**src/rtl/pmu_multi_domain.sv**
```systemverilog
// Power management unit for the gated clock domains of the sail core.
// Each channel has an idle-timeout / powerup-settle FSM. A global sleep latch
// counts qualifying falling edges of the data-memory stall and then holds every
// non-pinned channel off until wake_req.
module pmu_multi_domain #(
    parameter int unsigned N_CH        = 2,
    parameter int unsigned IDLE_W      = 8,
    parameter int unsigned IDLE_CYCLES = 200,
    parameter int unsigned PWRUP_DELAY = 4,
    parameter logic [31:0] SLEEP_SP    = 32'h1000,
    parameter int unsigned MATCH_COUNT = 2
) (
    input  logic            clk,
    input  logic            rst_n,
    input  logic            data_mem_stall_sig,
    input  logic [31:0]     rdsp,
    input  logic [N_CH-1:0] activity,
    input  logic [N_CH-1:0] pin_on,
    input  logic            wake_req,
    output logic [N_CH-1:0] clk_enable,
    output logic [N_CH-1:0] clk_powerup,
    output logic            sleep_active,
    output logic [3:0]      match_cnt
);

    typedef enum logic [1:0] {StOn, StIdle, StOff, StWake} ch_state_e;

    localparam logic [IDLE_W-1:0] IdleLimit = IDLE_W'(IDLE_CYCLES);
    localparam logic [IDLE_W-1:0] WakeLimit = IDLE_W'(PWRUP_DELAY - 1);
    localparam logic [IDLE_W-1:0] CntOne    = IDLE_W'(1);
    localparam logic [3:0]        MatchMax  = 4'(MATCH_COUNT);

    ch_state_e         state_q [N_CH];
    ch_state_e         state_d [N_CH];
    logic [IDLE_W-1:0] cnt_q   [N_CH];
    logic [IDLE_W-1:0] cnt_d   [N_CH];
    logic [N_CH-1:0]   clk_enable_q, clk_enable_d;
    logic [N_CH-1:0]   clk_powerup_q, clk_powerup_d;
    logic              stall_q;
    logic [3:0]        match_cnt_q, match_cnt_d;
    logic              sleep_q, sleep_d;
    logic              fall;
    logic [N_CH-1:0]   gs;

    // Falling edge of the stall seen one cycle late; pinned channels ignore sleep.
    assign fall = stall_q & ~data_mem_stall_sig;
    assign gs   = {N_CH{sleep_q}} & ~pin_on;

    // Sleep latch and saturating match counter; wake_req overrides everything.
    always_comb begin
        match_cnt_d = match_cnt_q;
        sleep_d     = sleep_q;
        if (wake_req) begin
            match_cnt_d = 4'd0;
            sleep_d     = 1'b0;
        end else begin
            if (match_cnt_q == MatchMax) begin
                sleep_d = 1'b1;
            end
            if (fall && (rdsp == SLEEP_SP) && (match_cnt_q < MatchMax)) begin
                match_cnt_d = match_cnt_q + 4'd1;
            end
        end
    end

    // Per-channel FSM next state, counter and next registered outputs.
    always_comb begin
        for (int i = 0; i < N_CH; i++) begin
            state_d[i] = state_q[i];
            cnt_d[i]   = cnt_q[i];
            unique case (state_q[i])
                StOn: begin
                    cnt_d[i] = '0;
                    if (gs[i]) begin
                        state_d[i] = StOff;
                    end else if (!activity[i] && !pin_on[i]) begin
                        state_d[i] = StIdle;
                        cnt_d[i]   = CntOne;
                    end
                end
                StIdle: begin
                    if (activity[i] || pin_on[i]) begin
                        state_d[i] = StOn;
                        cnt_d[i]   = '0;
                    end else if (gs[i] || (cnt_q[i] == IdleLimit)) begin
                        state_d[i] = StOff;
                        cnt_d[i]   = '0;
                    end else begin
                        cnt_d[i] = cnt_q[i] + CntOne;
                    end
                end
                StOff: begin
                    cnt_d[i] = '0;
                    if ((activity[i] || pin_on[i]) && !gs[i]) begin
                        state_d[i] = StWake;
                    end
                end
                StWake: begin
                    if (gs[i]) begin
                        state_d[i] = StOff;
                        cnt_d[i]   = '0;
                    end else if (cnt_q[i] == WakeLimit) begin
                        state_d[i] = StOn;
                        cnt_d[i]   = '0;
                    end else begin
                        cnt_d[i] = cnt_q[i] + CntOne;
                    end
                end
                default: begin
                    state_d[i] = StOn;
                    cnt_d[i]   = '0;
                end
            endcase
            clk_enable_d[i]  = (state_d[i] == StOn) || (state_d[i] == StIdle);
            clk_powerup_d[i] = (state_d[i] != StOff);
        end
    end

    // All state; reset puts every domain straight into ON with clocks running.
    always_ff @(posedge clk or negedge rst_n) begin
        if (!rst_n) begin
            for (int i = 0; i < N_CH; i++) begin
                state_q[i] <= StOn;
                cnt_q[i]   <= '0;
            end
            clk_enable_q  <= '1;
            clk_powerup_q <= '1;
            stall_q       <= 1'b1;
            match_cnt_q   <= 4'd0;
            sleep_q       <= 1'b0;
        end else begin
            for (int i = 0; i < N_CH; i++) begin
                state_q[i] <= state_d[i];
                cnt_q[i]   <= cnt_d[i];
            end
            clk_enable_q  <= clk_enable_d;
            clk_powerup_q <= clk_powerup_d;
            stall_q       <= data_mem_stall_sig;
            match_cnt_q   <= match_cnt_d;
            sleep_q       <= sleep_d;
        end
    end

    assign clk_enable   = clk_enable_q;
    assign clk_powerup  = clk_powerup_q;
    assign sleep_active = sleep_q;
    assign match_cnt    = match_cnt_q;

endmodule

```
**config.mk**
```make
export PLATFORM = sky130hd
export DESIGN_NAME = pmu_multi_domain
export DESIGN_NICKNAME = d
export VERILOG_FILES = /design/src/rtl/pmu_multi_domain.sv
export SDC_FILE = /design/constraint.sdc
export NUM_CORES = 1
export LEC_CHECK = 0
export ABC_AREA = 1
export CAP_MARGIN = 40
export CELL_PAD_IN_SITES_DETAIL_PLACEMENT = 1
export CELL_PAD_IN_SITES_GLOBAL_PLACEMENT = 2
export CORE_MARGIN = 2
export CORE_UTILIZATION = 24
export DETAILED_ROUTE_END_ITERATION = 12
export GPL_TIMING_DRIVEN = 0
export HOLD_SLACK_MARGIN = 0.06
export PLACE_DENSITY_LB_ADDON = 0.1
export SLEW_MARGIN = 30
export SYNTH_ARGS = -nofsm -noshare
export SYNTH_HDL_FRONTEND = slang
export SYNTH_SLANG_ARGS = --single-unit
```
**constraint.sdc**
```tcl
create_clock -name clk -period 1.4 [get_ports clk]
set_clock_uncertainty 0.15 [all_clocks]
set_input_delay 0.28 -clock clk [delete_from_list [all_inputs] [get_ports clk]]
set_output_delay 0.28 -clock clk [all_outputs]
set_load 0.1 [all_outputs]
```
==> flow_summary.json, run 1 <==
{
  "status": "complete, but fails checks",
  "violations": "setup timing",
  "die_w_um": 88.1,
  "synth_top_cell_by_area": "dfrtp_1",
  "rsz0062_at_grt": "true",
  "critical-path-top-delay-family": "flip-flops",
  "dp_hpwl_um": 3580,
  "drv_slew": 0,
  "synth-xor-area-share_pct": 3.61,
  "synth_nets": 258,
  "max-slew-margin-rel_pct": 76.3,
  "gp_congestion": 0.789,
  "clkPwrFrac_pct": 19.8,
  "power_switching_uw": 1490,
  "drive_gt1_share_pct": 39.6,
  "p_int_uw": 2170,
  "path_max_fanout": 2,
  "grt-ovfl-total": 0,
  "ys_seq_area_share_pct": 44.6,
  "cts_root_buf": "clkbuf_8",
  "netlist_area_mm2": 0.00170,
  "muxShareOfSynthArea_pct": 0,
  "synthAdderAreaFrac_pct": 4.42,
  "htreeDepth": 2,
  "clkTransAtPathRegs_ns": 0.07,
  "dr.pass1.iters": 4,
  "drt_iter0_drc": 19,
  "power_frac_seq_pct": 33.6,
  "synth_top_family_by_area": "simple AND/OR/NAND/NOR gates",
  "crit_end": "match_cnt[3]",
  "grt_max_degree": 20,
  "clk_latency_ns": 0.28,
  "pin_count": 49,
  "crit_required_ns": 0.97,
  "dieArea_mm2": 0.00776,
  "crit_path_top_delay_cell": "dfrtp_4",
  "area_growth_pct": 75.2,
  "utilization_pct": 43.5,
  "fin_ws_ns": -0.0911,
  "gr-usage-all-layers_pct": 12.9,
  "multi_input_area_mm2": 0.00100,
  "path_class": "reg2out",
  "max_freq_mhz": 671,
  "critPathArrivalTime_ns": 1.06,
  "powerDensity_mw_per_mm2": 1230,
  "crit_start": "match_cnt[3]$_DFFE_PN0P_",
  "r2r-end": "cnt_q[12]$_DFF_PN0_",
  "comb_power_share_pct": 46.6,
  "path_depth": 2,
  "postRouteAntennaNets": 0,
  "vdd_ir_drop_max_v": 0.000576,
  "antenna_found_initial": 0,
  "rows": 30,
  "path_cells": "buf_6 -> buf_12",
  "cp-end-kind": "output port",
  "start_util_pct": 24.9,
  "syn_inst": 212,
  "drv_cap": 0,
  "synth_warnings": 0,
  "hold_class": "in2async",
  "viasPerCell": 4.16,
  "finalSetupViolCount": 34,
  "synth.avg_cell_area_um2": 8.01,
  "finalHoldViolations": 0,
  "reg2reg_depth": 6,
  "grt_pass1_vias": 1629,
  "clock_sinks": 30,
  "cp-start-kind": "register",
  "slowest_delay_ns": 0.50,
  "reg2reg_from": "cnt_q[8]$_DFF_PN0_",
  "cts_buffer_depth": 2,
  "diodes": 0,
  "synth_compound_area_share_pct": 4.50,
  "via_count": 1617,
  "grt_pass1_wl_um": 7760,
  "min_period_ns": 1.49,
  "yosysUniqueCellTypes": 27,
  "ys_seq_elements": 30,
  "final_cell_mix": "clkdlybuf4s50_1 (37), nor2_1 (31), nand2_1 (27)",
  "synthSimpleGateAreaFrac_pct": 34.5,
  "seqCellArea_um2": 777,
  "power.total_uw": 3660,
  "fill_cells": 794,
  "finalCritPeriodShare_pct": 107,
  "routedWlPerCell_um": 12.0,
  "port_buffers": 48,
  "p_leak_uw": 0.00126,
  "cts_buffers": 5,
  "synth_top_area_share_pct": 36.8,
  "max_slew.worst_pin.slew_ns": 0.355,
  "final_common_cell": "clkdlybuf4s50_1",
  "fin_nets": 338,
  "routed_wl_um": 4670,
  "die_height_um": 88.1,
  "fp.coreArea_mm2": 0.00683,
  "yosys-top-cells-area": "dfrtp_1 (37%), nor2_1 (9.7%), dfstp_2 (7.7%)",
  "tritoncts": "done",
  "swShare_pct": 40.8,
  "drc": 0,
  "r2r_slack_ns": -0.08,
  "cp_num_buf_inv": 2
}
==> layer usage <==
layer | share of wire [%] | GRT usage, % | vias up | wire, µm
met1 | 42 | 16.1 | 766 | 1950
met3 | 2.3 | 2.83 | 9 | 109
met4 | 1.4 | 2.89 | 0 | 64
met5 | 0 | 0 | - | 0
met2 | 54 | 22.9 | 15 | 2540
li1 | - | - | 827 | -
==> stage by stage <==
stage	TNS [ns]	setup slack (ns)	cells	instance area [µm²]	hold WS (ns)
detailed placement	-11.04	-0.462	366	2510	0.0610
floorplan	-2.39	-0.182	212	1740	-0.166
finish	-1.86	-0.0911	389	2970	0.288
global placement	-37.64	-0.986	356	2340	0.377
global route	-4.30	-0.190	389	2970	0.296
CTS	-2.95	-0.119	384	2790	0.285
==> logic make-up after synthesis <==
group | after synthesis
AO/OA/AOI/OAI | 14
XOR/XNOR | 7
adder cells (fa/ha/maj) | 6
buffers and inverters | 36
flip-flops | 30
AND/OR/NAND/NOR | 119
==> repair_timing <==
item                                   in CTS  in global routing
endpoints found under the hold margin      26                  0
hold buffers                                1                  0
cloned                                      0                  0
setup buffers                              14                  5
setup endpoints to repair                  36                 36
pin swaps                                  26                 20
gates resized for setup                    52                 39
==> worst min-delay path by stage <==
stage                                          end  cells past startpoint                from  slack (ns)
after floorplan                 cnt_q[0]$_DFF_PN0_                      0               rst_n       -0.17
after global placement          cnt_q[0]$_DFF_PN0_                      1  cnt_q[0]$_DFF_PN0_        0.38
after detailed placement  match_cnt[1]$_DFFE_PN0P_                      1               rst_n        0.06
after CTS                 match_cnt[1]$_DFFE_PN0P_                      2               rst_n        0.29
after global routing             stall_q$_DFF_PN1_                      1  data_mem_stall_sig        0.30
final                     match_cnt[1]$_DFFE_PN0P_                      2               rst_n        0.29
==> synth_stat cells (all sizes together) <==
cell type and count:
ha 6, xnor2 3, dfstp 5, xor2 4
nand3 21, nor2 50, inv 35, nor3b 1
buf 1, nand3b 1, a21oi 9, a21boi 1
or2 1, nand4 8, dfrtp 25, o21ai 4
nor3 4, nand2 33
==> power by group through the flow <==
| stage | sequential, µW | combinational, µW | clock (µW) |
|---|---|---|---|
| after global routing | 1260 | 1860 | 792 |
| after global placement | 1200 | 1240 | 0 |
| final | 1230 | 1710 | 726 |
| after floorplan | 1560 | 497 | 0 |
| after detailed placement | 1200 | 1420 | 0 |
| after CTS | 1220 | 1600 | 755 |
==> flip-flops by register name, summed over array words and instances (netlist names) <==
signal	count
clk_enable	2
clk_powerup	2
cnt_q	16
match_cnt	4
sleep_active	1
stall_q	1
state_q	4
==> final cells by class <==
type	count	share of cell area [%]
buffer	1	0.379
clock buffer	7	2.90
clock inverter	1	0.168
inverter	35	4.92
multi-input combinational	146	33.7
sequential	30	26.1
tap	96	4.04
timing repair buffer	73	27.7
Note: power is estimated with default switching activity, not from simulation.
==> run 2, diff against run 1 <==
- CTS_CLUSTER_SIZE: not set -> 12
==> results of run 2 <==
No change in the layout: final DEF, timing and power equal those of run 1.
==> run 3, diff against run 2 <==
- CTS_CLUSTER_DIAMETER: not set -> 30
==> results of run 3 <==
No change in the layout: final DEF, timing and power equal those of run 1.
